**src/rtl/tdm_demux4_if.sv**
```systemverilog
// Stream-in / frame-out bundle for the four-slot TDM demultiplexer.
// master = sample source and frame consumer; slave = the demux itself.
interface tdm_demux4_if #(
  parameter int unsigned W = 8
);
  logic [W-1:0]   din;
  logic           din_valid;
  logic           din_sync;
  logic [4*W-1:0] dout;
  logic           dout_valid;
  logic           dout_ready;
  logic           frame_err;
  logic           overrun;

  modport master (
    output din, din_valid, din_sync, dout_ready,
    input  dout, dout_valid, frame_err, overrun
  );

  modport slave (
    input  din, din_valid, din_sync, dout_ready,
    output dout, dout_valid, frame_err, overrun
  );
endinterface

```
**src/rtl/tdm_demux4.sv**
```systemverilog
// Four-slot TDM demultiplexer: stages sync-tagged serial samples into slots 0..3 and
// presents each completed frame as one parallel word with valid/ready, framing-error and overrun flags.
module tdm_demux4 #(
  parameter int unsigned W = 8
) (
  input  logic         clk,
  input  logic         rst_n,
  tdm_demux4_if.slave  bus
);

  typedef enum logic [0:0] {StHunt, StAssemble} state_e;

  state_e         state_q;
  logic [1:0]     slot_q;
  logic [W-1:0]   stage0_q, stage1_q, stage2_q;
  logic [4*W-1:0] dout_q;
  logic           dout_valid_q;
  logic           frame_err_q;
  logic           overrun_q;

  assign bus.dout       = dout_q;
  assign bus.dout_valid = dout_valid_q;
  assign bus.frame_err  = frame_err_q;
  assign bus.overrun    = overrun_q;

  always_ff @(posedge clk or negedge rst_n) begin
    if (!rst_n) begin
      state_q      <= StHunt;
      slot_q       <= 2'd0;
      stage0_q     <= '0;
      stage1_q     <= '0;
      stage2_q     <= '0;
      dout_q       <= '0;
      dout_valid_q <= 1'b0;
      frame_err_q  <= 1'b0;
      overrun_q    <= 1'b0;
    end else begin
      frame_err_q <= 1'b0;
      overrun_q   <= 1'b0;

      // A completion below overrides this when it reloads dout in the same cycle.
      if (dout_valid_q && bus.dout_ready) dout_valid_q <= 1'b0;

      if (bus.din_valid) begin
        unique case (state_q)
          StHunt: begin
            if (bus.din_sync) begin
              stage0_q <= bus.din;
              slot_q   <= 2'd1;
              state_q  <= StAssemble;
            end
          end
          StAssemble: begin
            if (slot_q == 2'd0) begin
              if (bus.din_sync) begin
                stage0_q <= bus.din;
                slot_q   <= 2'd1;
              end else begin
                frame_err_q <= 1'b1;
                state_q     <= StHunt;
              end
            end else if (bus.din_sync) begin
              // Early sync: drop the partial frame and restart on this sample.
              frame_err_q <= 1'b1;
              stage0_q    <= bus.din;
              slot_q      <= 2'd1;
            end else if (slot_q == 2'd3) begin
              slot_q <= 2'd0;
              if (!dout_valid_q || bus.dout_ready) begin
                dout_q       <= {bus.din, stage2_q, stage1_q, stage0_q};
                dout_valid_q <= 1'b1;
              end else begin
                overrun_q <= 1'b1;
              end
            end else begin
              if (slot_q == 2'd1) stage1_q <= bus.din;
              else                stage2_q <= bus.din;
              slot_q <= slot_q + 2'd1;
            end
          end
          default: state_q <= StHunt;
        endcase
      end
    end
  end

endmodule

```
**src/flat_wrapper.sv**
```systemverilog
// flat-port wrapper written by rule: the top's interface ports become plain ports
module tdm_demux4_flat 
#(
  parameter int unsigned W = 8
)
  (clk, rst_n, bus_din, bus_din_valid, bus_din_sync, bus_dout_ready, bus_dout, bus_dout_valid, bus_frame_err, bus_overrun);
  tdm_demux4_if #(.W(W)) bus_i ();
  input  logic clk;
  input  logic rst_n;
  input wire logic [$bits(bus_i.din)-1:0] bus_din;
  input wire logic [$bits(bus_i.din_valid)-1:0] bus_din_valid;
  input wire logic [$bits(bus_i.din_sync)-1:0] bus_din_sync;
  input wire logic [$bits(bus_i.dout_ready)-1:0] bus_dout_ready;
  output wire logic [$bits(bus_i.dout)-1:0] bus_dout;
  output wire logic [$bits(bus_i.dout_valid)-1:0] bus_dout_valid;
  output wire logic [$bits(bus_i.frame_err)-1:0] bus_frame_err;
  output wire logic [$bits(bus_i.overrun)-1:0] bus_overrun;
  assign bus_i.din = bus_din;
  assign bus_i.din_valid = bus_din_valid;
  assign bus_i.din_sync = bus_din_sync;
  assign bus_i.dout_ready = bus_dout_ready;
  assign bus_dout = bus_i.dout;
  assign bus_dout_valid = bus_i.dout_valid;
  assign bus_frame_err = bus_i.frame_err;
  assign bus_overrun = bus_i.overrun;
  tdm_demux4 #(.W(W)) u_core (.clk(clk), .rst_n(rst_n), .bus(bus_i));
endmodule
```
**config.mk**
```make
export PLATFORM = sky130hd
export DESIGN_NAME = tdm_demux4_flat
export DESIGN_NICKNAME = d
export VERILOG_FILES = /design/src/rtl/tdm_demux4_if.sv /design/src/rtl/tdm_demux4.sv /design/src/flat_wrapper.sv
export SDC_FILE = /design/constraint.sdc
export NUM_CORES = 1
export LEC_CHECK = 0
export ABC_AREA = 0
export CAP_MARGIN = 20
export CORE_MARGIN = 2
export CORE_UTILIZATION = 50
export DETAILED_ROUTE_END_ITERATION = 10
export PLACE_DENSITY = 0.77
export SLEW_MARGIN = 20
export SYNTH_ARGS = -nofsm -noshare
export SYNTH_HDL_FRONTEND = slang
export SYNTH_SLANG_ARGS = --single-unit
```
**constraint.sdc**
```tcl
create_clock -name clk -period 3.8 [get_ports clk]
set_input_delay 0.76 -clock clk [delete_from_list [all_inputs] [get_ports clk]]
set_output_delay 0.76 -clock clk [all_outputs]
set_load 0.01 [all_outputs]
```
### Yosys cells after proc, flatten, opt, wreduce, memory -nomap -nowiden

Cells that the tools add are included.
W data, S select, Z words.

* bits in registers: 62
* logic and storage cells: 51

* $add $sub $neg: 1
* eq/ne operators: 2
* multiplexer cells: 26
* bitwise logic cells: 5
* reduce and logical (&&, ||, !) cells: 8

Operators by type and width (count)
* $mux W1: 19
* $reduce_and A6 Y1: 3
* $mux W2: 4
* $mux W8: 1
* $not A1 Y1: 5
* $pmux W2 S2: 1
* $add A2 B1 Y2 const B: 1
* $eq A2 B1 Y1 const B: 1
* $eq A2 B2 Y1 const B: 1
* $logic_not A2 Y1: 1
* $pmux W1 S2: 1
* $reduce_and A2 Y1: 1
* $logic_and A1 B1 Y1: 1
* $logic_not A1 Y1: 1
* $logic_or A1 B1 Y1: 1

### Depth between registers and ports, before layout

* word-level depth: 8
* gate-level depth with buffers: 7
* depth with buffers taken out: 6

### Worst setup path before layout

OpenSTA, ideal clock, no wires.

* path type: in2reg
* from: input port bus_din_sync
* to: register u_core.dout_q[0], in the netlist u_core.bus.dout[0]
* library setup time: 0.125 ns
* data arrival time: 1.661 ns
* path slack: 2.014 ns
* stages on the path: 5
* buffers on the path: 1
* cell sequence: inv_1 > ha_1 > nand4_4 > buf_6 > mux2_4

* word-level cells in the longest chain between the ends: 2

RTL lines
* start, declared: RTL line flat_wrapper.sv:12 `input wire logic [$bits(bus_i.din_sync)-1:0] bus_din_sync;`
* $not A1 Y1 (no line)
* $reduce_and A6 Y1 (no line)
* end signal, assigned: RTL line tdm_demux4.sv:70 `dout_q <= {bus.din, stage2_q, stage1_q, stage0_q};`
* end, declared: RTL line tdm_demux4.sv:16 `logic [4*W-1:0] dout_q;`

Every way passes these cells.
A chain may end at the register's enable or synchronous reset.

### Worst setup path in the final report

* from: input port bus_din_valid
* to: register u_core.dout_q[27], in the netlist u_core.bus.dout[27]

* word-level cells in the longest chain between the ends: 1

RTL lines
* start, declared: RTL line flat_wrapper.sv:11 `input wire logic [$bits(bus_i.din_valid)-1:0] bus_din_valid;`
* $reduce_and A6 Y1 (no line)

Every way passes these cells.

==> results.sh <==
export IMPL_irDropWorstVdd_v=0.000413
export IMPL_skew_ns=0.00594
export IMPL_worstSetupPathType="in2reg"
export IMPL_worst_slew_pin_slew_ns=0.799
export IMPL_final_cell_area_sq_um=3310
export IMPL_die_y_um=75.6
export IMPL_hold_viol_final=0
export IMPL_slew_viol_final=0
export IMPL_rsz0062_at_grt="false"
export IMPL_finalSetupTns_ns=0
export IMPL_slowest_delay_ns=0.66
export IMPL_viasPerCell=5.01
export IMPL_root_buffer="clkbuf_8"
export IMPL_grt_ovfl_total=0
export IMPL_synth_cells=153
export IMPL_syn_cell_area_sq_um=2560
export IMPL_ys_types=22
export IMPL_path_cells="clkdlybuf4s50_1 > and2_1 > nand4_4 > mux2_4"
export IMPL_max_clock_path_buffers=2
export IMPL_clock_sinks=62
export IMPL_postCtsHoldBufs=0
export IMPL_cp_max_fo=32
export IMPL_synth_fp_nets=171
export IMPL_critical_path_required_ns=4.01
export IMPL_syn_to_final_growth_pct=29.1
export IMPL_num_vias=1418
export IMPL_seqPwrFrac_pct=41.7
export IMPL_cp_num_buf_inv=1
export IMPL_swShare_pct=27.4
export IMPL_worstHoldPathType="in2async"
export IMPL_path_clk_slew_ns=0.07
export IMPL_drt_wirelength_per_cell_um=16.3
export IMPL_antenna_cells=0
export IMPL_place_area_sq_um=3080
export IMPL_period_share_pct=71.6
export IMPL_syn_avg_cell_area_sq_um=16.7
export IMPL_postSynth_asyncResetShare_pct=100
export IMPL_fmax_ghz=0.367
export IMPL_wirelength_um=4620
export IMPL_synthFlopType="dfrtp_1"
export IMPL_relSlewSlack_pct=46.6
export IMPL_leakagePower_nw=1.59
export IMPL_port_buffers=47
export IMPL_cts_resized=0
export IMPL_grt_max_degree=52
export IMPL_antenna_found_initial=0
export IMPL_final_layout_size_suffix_gt1_share_pct=36.2
export IMPL_fp_dieW_um=75.6
export IMPL_p_sw_w=0.000709
export IMPL_first_iter_violations=54
export IMPL_drv_cap=0
export IMPL_n_fill_cell=368
export IMPL_pin_count=48
export IMPL_synth_seq_cells=62
export IMPL_start_util_pct=51.1
export IMPL_ys_warn_count=0
export IMPL_cts_made_buffers=9
export IMPL_outcome="complete, no violations"
export IMPL_p_int_w=0.00187
export IMPL_slowest_stage="nand4_4"
export IMPL_htree_levels=3
export IMPL_die_area_sq_um=5710
export IMPL_clk_latency_ns=0.34
export IMPL_setup_viol=0
export IMPL_min_period_ns=2.72
export IMPL_grt_pass1_vias=1504
export IMPL_power_density_nw_per_um2=781
export IMPL_drc=0
export IMPL_grt_pass1_wl_um=7470
export IMPL_final_nets=226
export IMPL_coreArea_sq_um=5010
export IMPL_clkPwrFrac_pct=24.4
export IMPL_start_kind="primary input"
export IMPL_grt_usage_pct=18.8
export IMPL_comb_power_share_pct=33.8
export IMPL_post_dp_hpwl_um=3240
export IMPL_crit_family="simple AND/OR/NAND/NOR gates"
export IMPL_cts_setup_buffers=0
export IMPL_cts_tree="built"
export IMPL_drtPass1Iterations=4
export IMPL_end_kind="register"
export IMPL_drtAntennaViolNets=0
export IMPL_synth_seq_area_share_pct=60.6
export IMPL_rows=26
export IMPL_worst_ep_arrival_time_ns=2.93
export IMPL_gp_congestion=0.868
export IMPL_synth_edf_count=0
==> per-layer routing <==
| metal | track usage (%) | part of all wire (%) | vias up | wire (um) |
|---|---|---|---|---|
| li1 | - | - | 648 | - |
| met1 | 22.9 | 43 | 719 | 1970 |
| met2 | 28.5 | 50 | 40 | 2300 |
| met3 | 7.14 | 5.2 | 11 | 239 |
| met4 | 11.1 | 2.4 | 0 | 113 |
| met5 | 0 | 0 | - | 0 |
==> cells by family after synthesis <==
kind of cell / count (synthesis) / share of synthesized area (%)
buffers and inverters: 8 / 2.20
adders and majority gates: 5 / 2.44
muxes: 56 / 29.0
AOI/OAI and AO/OA: 8 / 1.86
DFF: 62 / 60.6
and+or+nand+nor: 14 / 3.91
==> cells in the final DEF, fill, tap and decap left out <==
cell and instances:
dfrtp_1 62, a32o_1 1, clkinvlp_4 2, nor2b_1 1
clkdlybuf4s50_1 46, nand3_1 1, clkinv_2 2, mux2_4 30
buf_4 2, bufinv_16 2, nand2b_1 1, inv_1 4
nand2_1 2, and3_1 1, o21ai_0 2, nor2_1 3
and2_1 1, nand4_4 1, ha_1 5, nand4_2 1
a21oi_1 4, nand3b_1 1, mux2_2 26, clkbuf_8 10
a21o_1 1, nand3_2 1
==> cell usage after synthesis (2+ instances only) <==
library cell,count,area (sq um)
mux2_4,30,450
inv_1,4,15.0
buf_6,3,33.8
o21ai_0,2,10.0
mux2_2,26,293
a21oi_1,4,20.0
ha_1,5,62.6
nor2_1,3,11.3
dfrtp_1,62,1550
nand2_1,2,7.51
==> flip-flops by register name, summed over array words and instances, names as in the netlist <==
register	flops
u_core.bus.dout	32
u_core.slot_q	2
u_core.bus.overrun	1
u_core.bus.frame_err	1
u_core.state_q	1
u_core.stage2_q	8
u_core.stage0_q	8
u_core.stage1_q	8
u_core.bus.dout_valid	1
==> layout make-up <==
type | count | area [sq um] | share of cell area (%)
Multi-Input combinational cell | 83 | 953 | 28.8
Tap cell | 70 | 87.6 | 2.65
Sequential cell | 62 | 1550 | 46.9
Clock inverter | 6 | 85.1 | 2.57
Clock buffer | 10 | 138 | 4.16
Inverter | 4 | 15.0 | 0.454
Timing Repair Buffer | 48 | 475 | 14.4
==> through the flow <==
stage	util, %	power, W	worst slack (ns)	hold slack (ns)	cells
floorplan	-	0.00154	2.01	0.464	153
global placement	61.5	0.00191	0.858	0.482	267
detailed placement	61.5	0.00198	0.727	0.492	267
CTS	65.9	0.00262	1.10	0.503	283
global route	66.0	0.00273	0.942	0.473	283
finish	66.0	0.00258	1.08	0.434	283
==> worst reg2reg max path: cells and delay by family (launching register included) <==
family	cells	cell delay (ns)
adder cells (fa/ha/maj)	2	0.49
buffers and inverters	2	0.15
flip-flops	1	0.45
multiplexers	1	0.57
AND/OR/NAND/NOR	1	0.63
==> final timing paths <==
kind,startpoint,end,slack (ns),cells after the start
worst max-delay path,bus_din_valid,u_core.bus.dout[27],1.08,4
worst min-delay path,rst_n,u_core.bus.dout[17],0.43,1
worst max register to register,u_core.slot_q[0],u_core.bus.dout[27],1.40,6
worst min register to register,u_core.stage0_q[1],u_core.bus.dout[1],0.50,1
max in group asynchronous,rst_n,u_core.bus.dout[3],2.75,2
min in group clk,u_core.stage0_q[1],u_core.bus.dout[1],0.50,1
==> power groups by stage <==
stage,combinational (W),clock (W),sequential (W)
2_1_floorplan,0.000424,0,0.00112
4_1_cts,0.000887,0.000649,0.00108
3_5_place_dp,0.000885,0,0.00109
3_3_place_gp,0.000842,0,0.00107
6_report,0.000874,0.000631,0.00108
5_1_grt,0.000941,0.000678,0.00111
Power figures use the tool's default switching activity.
